**src/rtl/pipe_stage_buf.sv**
```systemverilog
// pipe_stage_buf: valid/ready pipeline stage register built on a DEPTH-entry
// circular buffer. DEPTH=1 is a classic stage register, DEPTH=2 a skid buffer.
// Optional statistics counters are built only when PIPE_STAGE_STATS_EN is
// defined; otherwise stall_cycles/bubble_cycles are tied to zero.
module pipe_stage_buf #(
   parameter int WIDTH = 64,
   parameter int DEPTH = 2,
   parameter int CNT_W = $clog2(DEPTH + 1)
) (
   input  logic             clk,
   input  logic             resetn,
   input  logic             flush,
   input  logic             in_valid,
   output logic             in_ready,
   input  logic [WIDTH-1:0] in_data,
   output logic             out_valid,
   input  logic             out_ready,
   output logic [WIDTH-1:0] out_data,
   output logic [CNT_W-1:0] occupancy,
   output logic [31:0]      stall_cycles,
   output logic [31:0]      bubble_cycles
);

   localparam int               PTR_W    = (DEPTH > 1) ? $clog2(DEPTH) : 1;
   localparam logic [PTR_W-1:0] LAST_PTR = PTR_W'(DEPTH - 1);
   localparam logic [CNT_W-1:0] FULL_CNT = CNT_W'(DEPTH);

   logic [WIDTH-1:0] mem [DEPTH];
   logic [PTR_W-1:0] wr_ptr;
   logic [PTR_W-1:0] rd_ptr;
   logic [CNT_W-1:0] count;
   logic             push;
   logic             pop;

   // Pointers wrap explicitly so non-power-of-two depths work.
   function automatic logic [PTR_W-1:0] ptr_inc(input logic [PTR_W-1:0] p);
      return (p == LAST_PTR) ? '0 : p + PTR_W'(1);
   endfunction

   // Handshake status derives from registered occupancy only, so there is
   // no combinational path from out_ready back to in_ready.
   assign in_ready  = (count < FULL_CNT);
   assign out_valid = (count != '0);
   assign out_data  = out_valid ? mem[rd_ptr] : '0;
   assign occupancy = count;

   // Flush overrides both sides of the handshake.
   assign push = in_valid & in_ready & ~flush;
   assign pop  = out_valid & out_ready & ~flush;

   // Payload storage: written at the tail on every accepted push. Flush
   // leaves contents in place; the pointers make them unreachable.
   always_ff @(posedge clk or negedge resetn) begin
      if (!resetn) begin
         for (int i = 0; i < DEPTH; i++) begin
            mem[i] <= '0;
         end
      end else if (push) begin
         mem[wr_ptr] <= in_data;
      end
   end

   // Pointer and occupancy bookkeeping; flush empties the stage.
   always_ff @(posedge clk or negedge resetn) begin
      if (!resetn) begin
         wr_ptr <= '0;
         rd_ptr <= '0;
         count  <= '0;
      end else if (flush) begin
         wr_ptr <= '0;
         rd_ptr <= '0;
         count  <= '0;
      end else begin
         if (push) begin
            wr_ptr <= ptr_inc(wr_ptr);
         end
         if (pop) begin
            rd_ptr <= ptr_inc(rd_ptr);
         end
         if (push && !pop) begin
            count <= count + CNT_W'(1);
         end else if (pop && !push) begin
            count <= count - CNT_W'(1);
         end
      end
   end

`ifdef PIPE_STAGE_STATS_EN
   // Counters stick at all-ones rather than wrapping.
   function automatic logic [31:0] sat_inc(input logic [31:0] v);
      return (v == 32'hFFFF_FFFF) ? v : v + 32'd1;
   endfunction

   // Stall/bubble statistics; cleared only by reset, not by flush.
   always_ff @(posedge clk or negedge resetn) begin
      if (!resetn) begin
         stall_cycles  <= '0;
         bubble_cycles <= '0;
      end else begin
         if (out_valid && !out_ready) begin
            stall_cycles <= sat_inc(stall_cycles);
         end
         if (!out_valid && out_ready) begin
            bubble_cycles <= sat_inc(bubble_cycles);
         end
      end
   end
`else
   assign stall_cycles  = '0;
   assign bubble_cycles = '0;
`endif

endmodule

```
**config.mk**
```make
export PLATFORM = sky130hd
export DESIGN_NAME = pipe_stage_buf
export DESIGN_NICKNAME = d
export VERILOG_FILES = /design/src/rtl/pipe_stage_buf.sv
export SDC_FILE = /design/constraint.sdc
export NUM_CORES = 1
export LEC_CHECK = 0
export CAP_MARGIN = 20
export CORE_MARGIN = 3
export CORE_UTILIZATION = 51
export DETAILED_ROUTE_END_ITERATION = 16
export PLACE_DENSITY = 0.85
export SKIP_CTS_REPAIR_TIMING = 1
export SLEW_MARGIN = 40
export SYNTH_ARGS = -nofsm -noshare
export SYNTH_HDL_FRONTEND = slang
export SYNTH_SLANG_ARGS = --single-unit
```
**constraint.sdc**
```tcl
create_clock -name clk -period 5.6 [get_ports clk]
set_clock_uncertainty 0.2 [all_clocks]
set_input_delay 0.84 -clock clk [delete_from_list [all_inputs] [get_ports clk]]
set_output_delay 0.84 -clock clk [all_outputs]
set_load 0.05 [all_outputs]
```
==> results of run 1 <==
==> power breakdown <==
part           switching [uW]  leakage [uW]  total (uW)  internal [uW]
logic                     588       0.00167        1060            475
registers                 150       0.00157        1380           1230
clock network             383      0.000313        1140            756
==> per-stage QoR <==
| step | total power [uW] | util | hold WS (ns) |
|---|---|---|---|
| 6_report | 3580 | 0.685 | 0.266 |
| 3_5_place_dp | 2460 | 0.634 | 0.275 |
| 4_1_cts | 3620 | 0.685 | 0.286 |
| 3_3_place_gp | 2400 | 0.628 | 0.267 |
| 2_1_floorplan | 2170 | - | 0.257 |
| 5_1_grt | 3750 | 0.685 | 0.319 |
==> metal layers <==
| layer | vias to the layer above | track usage | share of wire | wire length, microns |
|---|---|---|---|---|
| met2 | 143 | 0.373 | 0.55 | 7410 |
| li1 | 1846 | - | - | - |
| met1 | 2070 | 0.216 | 0.38 | 5100 |
| met5 | - | 0 | 0 | 0 |
| met3 | 17 | 0.0475 | 0.048 | 638 |
| met4 | 0 | 0.0710 | 0.017 | 223 |
==> Yosys cell counts (2+ instances only) <==
cell type	count	area, sq um
nand2b_1	2	12.5
dfrtp_1	132	3300
buf_1	5	18.8
mux2_2	106	1190
mux2_4	20	300
mux2_1	2	22.5
a21oi_1	2	10.0
xor2_1	2	17.5
o21ai_0	2	10.0
nor2_1	67	251
nor2b_1	2	12.5
buf_2	5	25.0
buf_6	13	146
mux2i_1	65	651
inv_1	2	7.51
buf_4	65	488
clkbuf_1	4	15.0
==> logic make-up (layout without fill, tap and decap cells) <==
kind of cell | after synthesis | count (layout) | synth area share
and+or+nand+nor | 74 | 74 | 0.0466
buffers and inverters | 94 | 180 | 0.107
other | 1 | 64 | 0.000575
muxes | 193 | 193 | 0.332
xor gates and xnor gates | 2 | 2 | 0.00269
AOI/OAI and AO/OA | 5 | 5 | 0.00422
DFF | 132 | 132 | 0.506
==> worst paths after layout <==
check                           slack, ns  depth (start not counted)                      from              endpoint
worst max-delay path                 1.84                          5        rd_ptr$_DFFE_PN0P_          out_data[40]
worst min-delay path                 0.27                          1                    resetn  mem[101]$_DFFE_PN0P_
worst max register to register       2.98                          4  occupancy[1]$_DFFE_PN0P_  mem[102]$_DFFE_PN0P_
worst min register to register       0.29                          1       mem[72]$_DFFE_PN0P_   mem[72]$_DFFE_PN0P_
max in group asynchronous            3.73                          2                    resetn    rd_ptr$_DFFE_PN0P_
min in group clk                     0.29                          1       mem[72]$_DFFE_PN0P_   mem[72]$_DFFE_PN0P_
==> critical path: cells and delay by family (launching register included) <==
family	cells	cell delay, ns
buffers and inverters	3	1.34
flip-flops	1	0.70
multiplexers	1	0.09
AND/OR/NAND/NOR	1	0.17
==> state kept, by name (all words and copies together) (netlist names) <==
| register | cells |
|---|---|
| mem | 128 |
| occupancy | 2 |
| rd_ptr | 1 |
| wr_ptr | 1 |
==> cell usage in the layout (no fill, tap or decap), drive strengths merged, types with 3 or more instances in the layout <==
cell | synthesis | final
mux2i | 65 | 65
mux2 | 128 | 128
clkbuf | 4 | 23
clkinv | 0 | 6
conb | 1 | 64
dfrtp | 132 | 132
nor2 | 67 | 67
clkdlybuf4s50 | 0 | 135
buf | 88 | 11
bufinv | 0 | 3
==> area by class of cell <==
type / instances / area (sq um)
Fill cell: 878 / 3860
Clock inverter: 9 / 124
Inverter: 2 / 7.51
Clock buffer: 23 / 498
Timing Repair Buffer: 146 / 1490
Multi-Input combinational cell: 338 / 2770
Sequential cell: 132 / 3310
Tap cell: 168 / 210
==> flow_summary.ini, run 1 <==
[outcome]
outcome = complete, no violations

[place]
dp_worst_setup_slack_ns = 2.17
gp_congestion = 0.782
dp.cells = 786
io_buffers = 136
placed_area_sq_um = 7780
dpl.hpwl_mm = 9.31

[worst_setup_path]
critPathCaptureType = primary output
worstSetupPathType = flop to primary output
startpoint_type = flop
path_cells = buf_12 > buf_16 > mux2i_1 > nor2_1 > clkdlybuf4s50_1
required_ns = 4.56
critPathMaxStageDelay_ns = 0.84
slowest_stage = clkdlybuf4s50_1
worst-path-max-fanout = 27
worstPathArrival_ns = 2.72

[grt]
grt_pass1_vias = 4336
grt_use_total = 0.198
antenna_found_initial = 0
grt_max_degree = 82
grt_overflow_total = 0
grt_pass1_wl_mm = 22.0

[floorplanning]
core_area_sq_um = 12300
io_pins = 201
dieArea_sq_um = 14200
rows = 40
start_util = 0.532
die_w_microns = 119
die_h_microns = 119

[finish]
final_cells = 818
diodes = 0
syn2layout_area_growth_pct = 28.8
fin_nets = 706
drive_gt1_frac = 0.265
final_cell_area_sq_um = 8400

[sta]
hold_viol = 0
fmax_ghz = 0.266
rsz0062_at_grt = false
setup_tns_ns = 0
setup_viol = 0
layout_setup_ws_ns = 1.84
slew_headroom = 0.515
finalCritPeriodShare = 0.672
fin_crit_ns = 3.76
worstMarginPinSlew_ns = 0.727
finalMaxSlewViolations = 0

[job]
cap_viol_max_count = 0

[clock_tree]
clk_path_buf_depth = 2
tritoncts = built
clk_pin_slew_ns = 0.05
htree_num_levels = 4
cts.sinks = 132
clk_latency_ns = 0.41
numCtsBuffers = 17
clockRootBuffer = clkbuf_16

[pwr]
p_leak_uw = 0.00356
ir_drop_mv = 0.284
powerDensity_nw_per_um2 = 426

[logic_synthesis]
ys_seq_area_frac = 0.506
synth_seq_cells = 132
synth_warnings = 0
synth_cell_types = 22
synthArstFlopShare = 1.00
ys.flop_type = dfrtp_1
synth_edf_count = 0
synthCells = 501
syn_area_per_cell_sq_um = 13.0
synth.cell_area_sq_um = 6520

[detailed_routing]
dr_total_vias = 4076
drt_iter0_drc = 148
drc = 0
viasPerCell = 4.98
routed_wl_mm = 13.4
drt_pass1_iterations = 4
wl_per_cell_microns = 16.4
drtAntennaViolNets = 0

[worst_hold_path]
worstHoldPathType = input port to asynchronous set/reset pin
No activity file was read; power rests on OpenSTA's default activity.
==> inputs of run 2 (changes only) <==
- CORE_UTILIZATION: 51 -> 47
- PLACE_DENSITY: 0.85 -> 0.79
- clock period: 5.6 -> 3.9 ns (I/O delays scaled with it)
==> flow_summary.ini, run 2 (synthesis results as in run 1) <==
[worst_setup_path]
cp-startpoint = rd_ptr$_DFFE_PN0P_
rrSetupSlack_ns = 1.65
critPathMaxStageDelay_ns = 0.88
worstPathArrival_ns = 2.73
critPathCaptureType = primary output
slowest_stage = dfrtp_4
ff2ff_path_depth = 4
required_ns = 3.12
r2r-end = mem[7]$_DFFE_PN0P_
worst-path-max-fanout = 38
startpoint_type = flop
path_cells = buf_4 > mux2i_1 > nor2_1 > clkdlybuf4s50_1
endpoint = out_data[7]
cp_top_family = buffers and inverters
worstSetupPathType = flop to primary output
crit_cells = 4
rr_startpoint = occupancy[1]$_DFFE_PN0P_
path_buf_inv = 2

[clock_tree]
htree_num_levels = 4
cts.sinks = 132
tritoncts = built
clk_latency_ns = 0.41
clk_pin_slew_ns = 0.05
clk_path_buf_depth = 2
numCtsBuffers = 17
clockRootBuffer = clkbuf_16

[place]
dp.cells = 794
io_buffers = 136
dpl.hpwl_mm = 9.08
placed_area_sq_um = 7770
gp_congestion = 0.763

[sta]
rsz0062_at_grt = false
fmax_ghz = 0.285
setup_tns_ns = 0
fin_crit_ns = 3.51
finalMaxSlewViolations = 0
hold_viol = 0
finalCritPeriodShare = 0.901
worstMarginPinSlew_ns = 0.696
setup_viol = 0
slew_headroom = 0.536

[pwr]
p_total_uw = 5000
ir_drop_mv = 0.271
powerDensity_nw_per_um2 = 598
p_leak_uw = 0.00352

[floorplanning]
die_h_microns = 124
rows = 42
core_area_sq_um = 13400
dieArea_sq_um = 15300
start_util = 0.487
die_w_microns = 124
io_pins = 201

[finish]
fin_nets = 707
finish.utilization = 0.623
final_cell_area_sq_um = 8350
syn2layout_area_growth_pct = 28.0
final_cells = 827
max_flop_register = mem
largest_register_ffs = 128
final_common_cell = clkdlybuf4s50_1
drive_gt1_frac = 0.263
diodes = 0
mostFrequentLayoutCells = clkdlybuf4s50_1 (135), dfrtp_1 (131), mux2_2 (106)

[job]
cap_viol_max_count = 0

[grt]
grt_use_total = 0.184
grt_max_degree = 65
antenna_found_initial = 0
grt_pass1_vias = 4334
grt_overflow_total = 0
grt_pass1_wl_mm = 21.6

[detailed_routing]
dr_total_vias = 4041
drtAntennaViolNets = 0
drt_iter0_drc = 111
viasPerCell = 4.89
wl_per_cell_microns = 16.2
drt_pass1_iterations = 4
routed_wl_mm = 13.4
drc = 0

[outcome]
outcome = complete, no violations

[worst_hold_path]
worstHoldPathType = flop to flop
## run 2: final cells by class
type                       instances  area (sq um)
fill                            1035          5050
timing repair buffer             147          1480
clock buffer                      23           488
clock inverter                     9          77.6
sequential                       132          3310
multi-input combinational        338          2770
tap                              176           220
inverter                           2          7.51
## run 2: worst reg2reg max path, delay by kind of cell, from the launching register on
kind                   cells  cell delay, ns
buffers and inverters      1            0.38
muxes                      1            0.42
DFF                        1            0.46
and+or+nand+nor            2            0.67
## run 2: worst min-delay path by stage
stage	cells after the start	end	start	slack, ns
after detailed placement	1	mem[72]$_DFFE_PN0P_	mem[72]$_DFFE_PN0P_	0.28
after global routing	1	mem[120]$_DFFE_PN0P_	mem[120]$_DFFE_PN0P_	0.31
after floorplan	0	mem[0]$_DFFE_PN0P_	resetn	0.09
final	1	mem[72]$_DFFE_PN0P_	mem[72]$_DFFE_PN0P_	0.29
after global placement	1	mem[72]$_DFFE_PN0P_	mem[72]$_DFFE_PN0P_	0.27
after CTS	1	mem[5]$_DFFE_PN0P_	resetn	-0.11
## run 2: layer usage
metal | up-vias | track usage | share of wire
met1 | 2024 | 0.214 | 0.40
li1 | 1851 | - | -
met3 | 20 | 0.0463 | 0.061
met5 | - | 0 | 0
met4 | 0 | 0.0782 | 0.017
met2 | 146 | 0.324 | 0.52
## run 2: power by group
group | internal [uW] | switching (uW)
Sequential | 1760 | 226
Clock | 937 | 557
Combinational | 679 | 835
## run 2: through the flow
stage               setup slack, ns  hold WS (ns)
floorplan                      1.24        0.0894
global placement              0.821         0.270
detailed placement            0.835         0.278
CTS                           0.372        -0.114
global route                  0.255         0.314
finish                        0.386         0.287
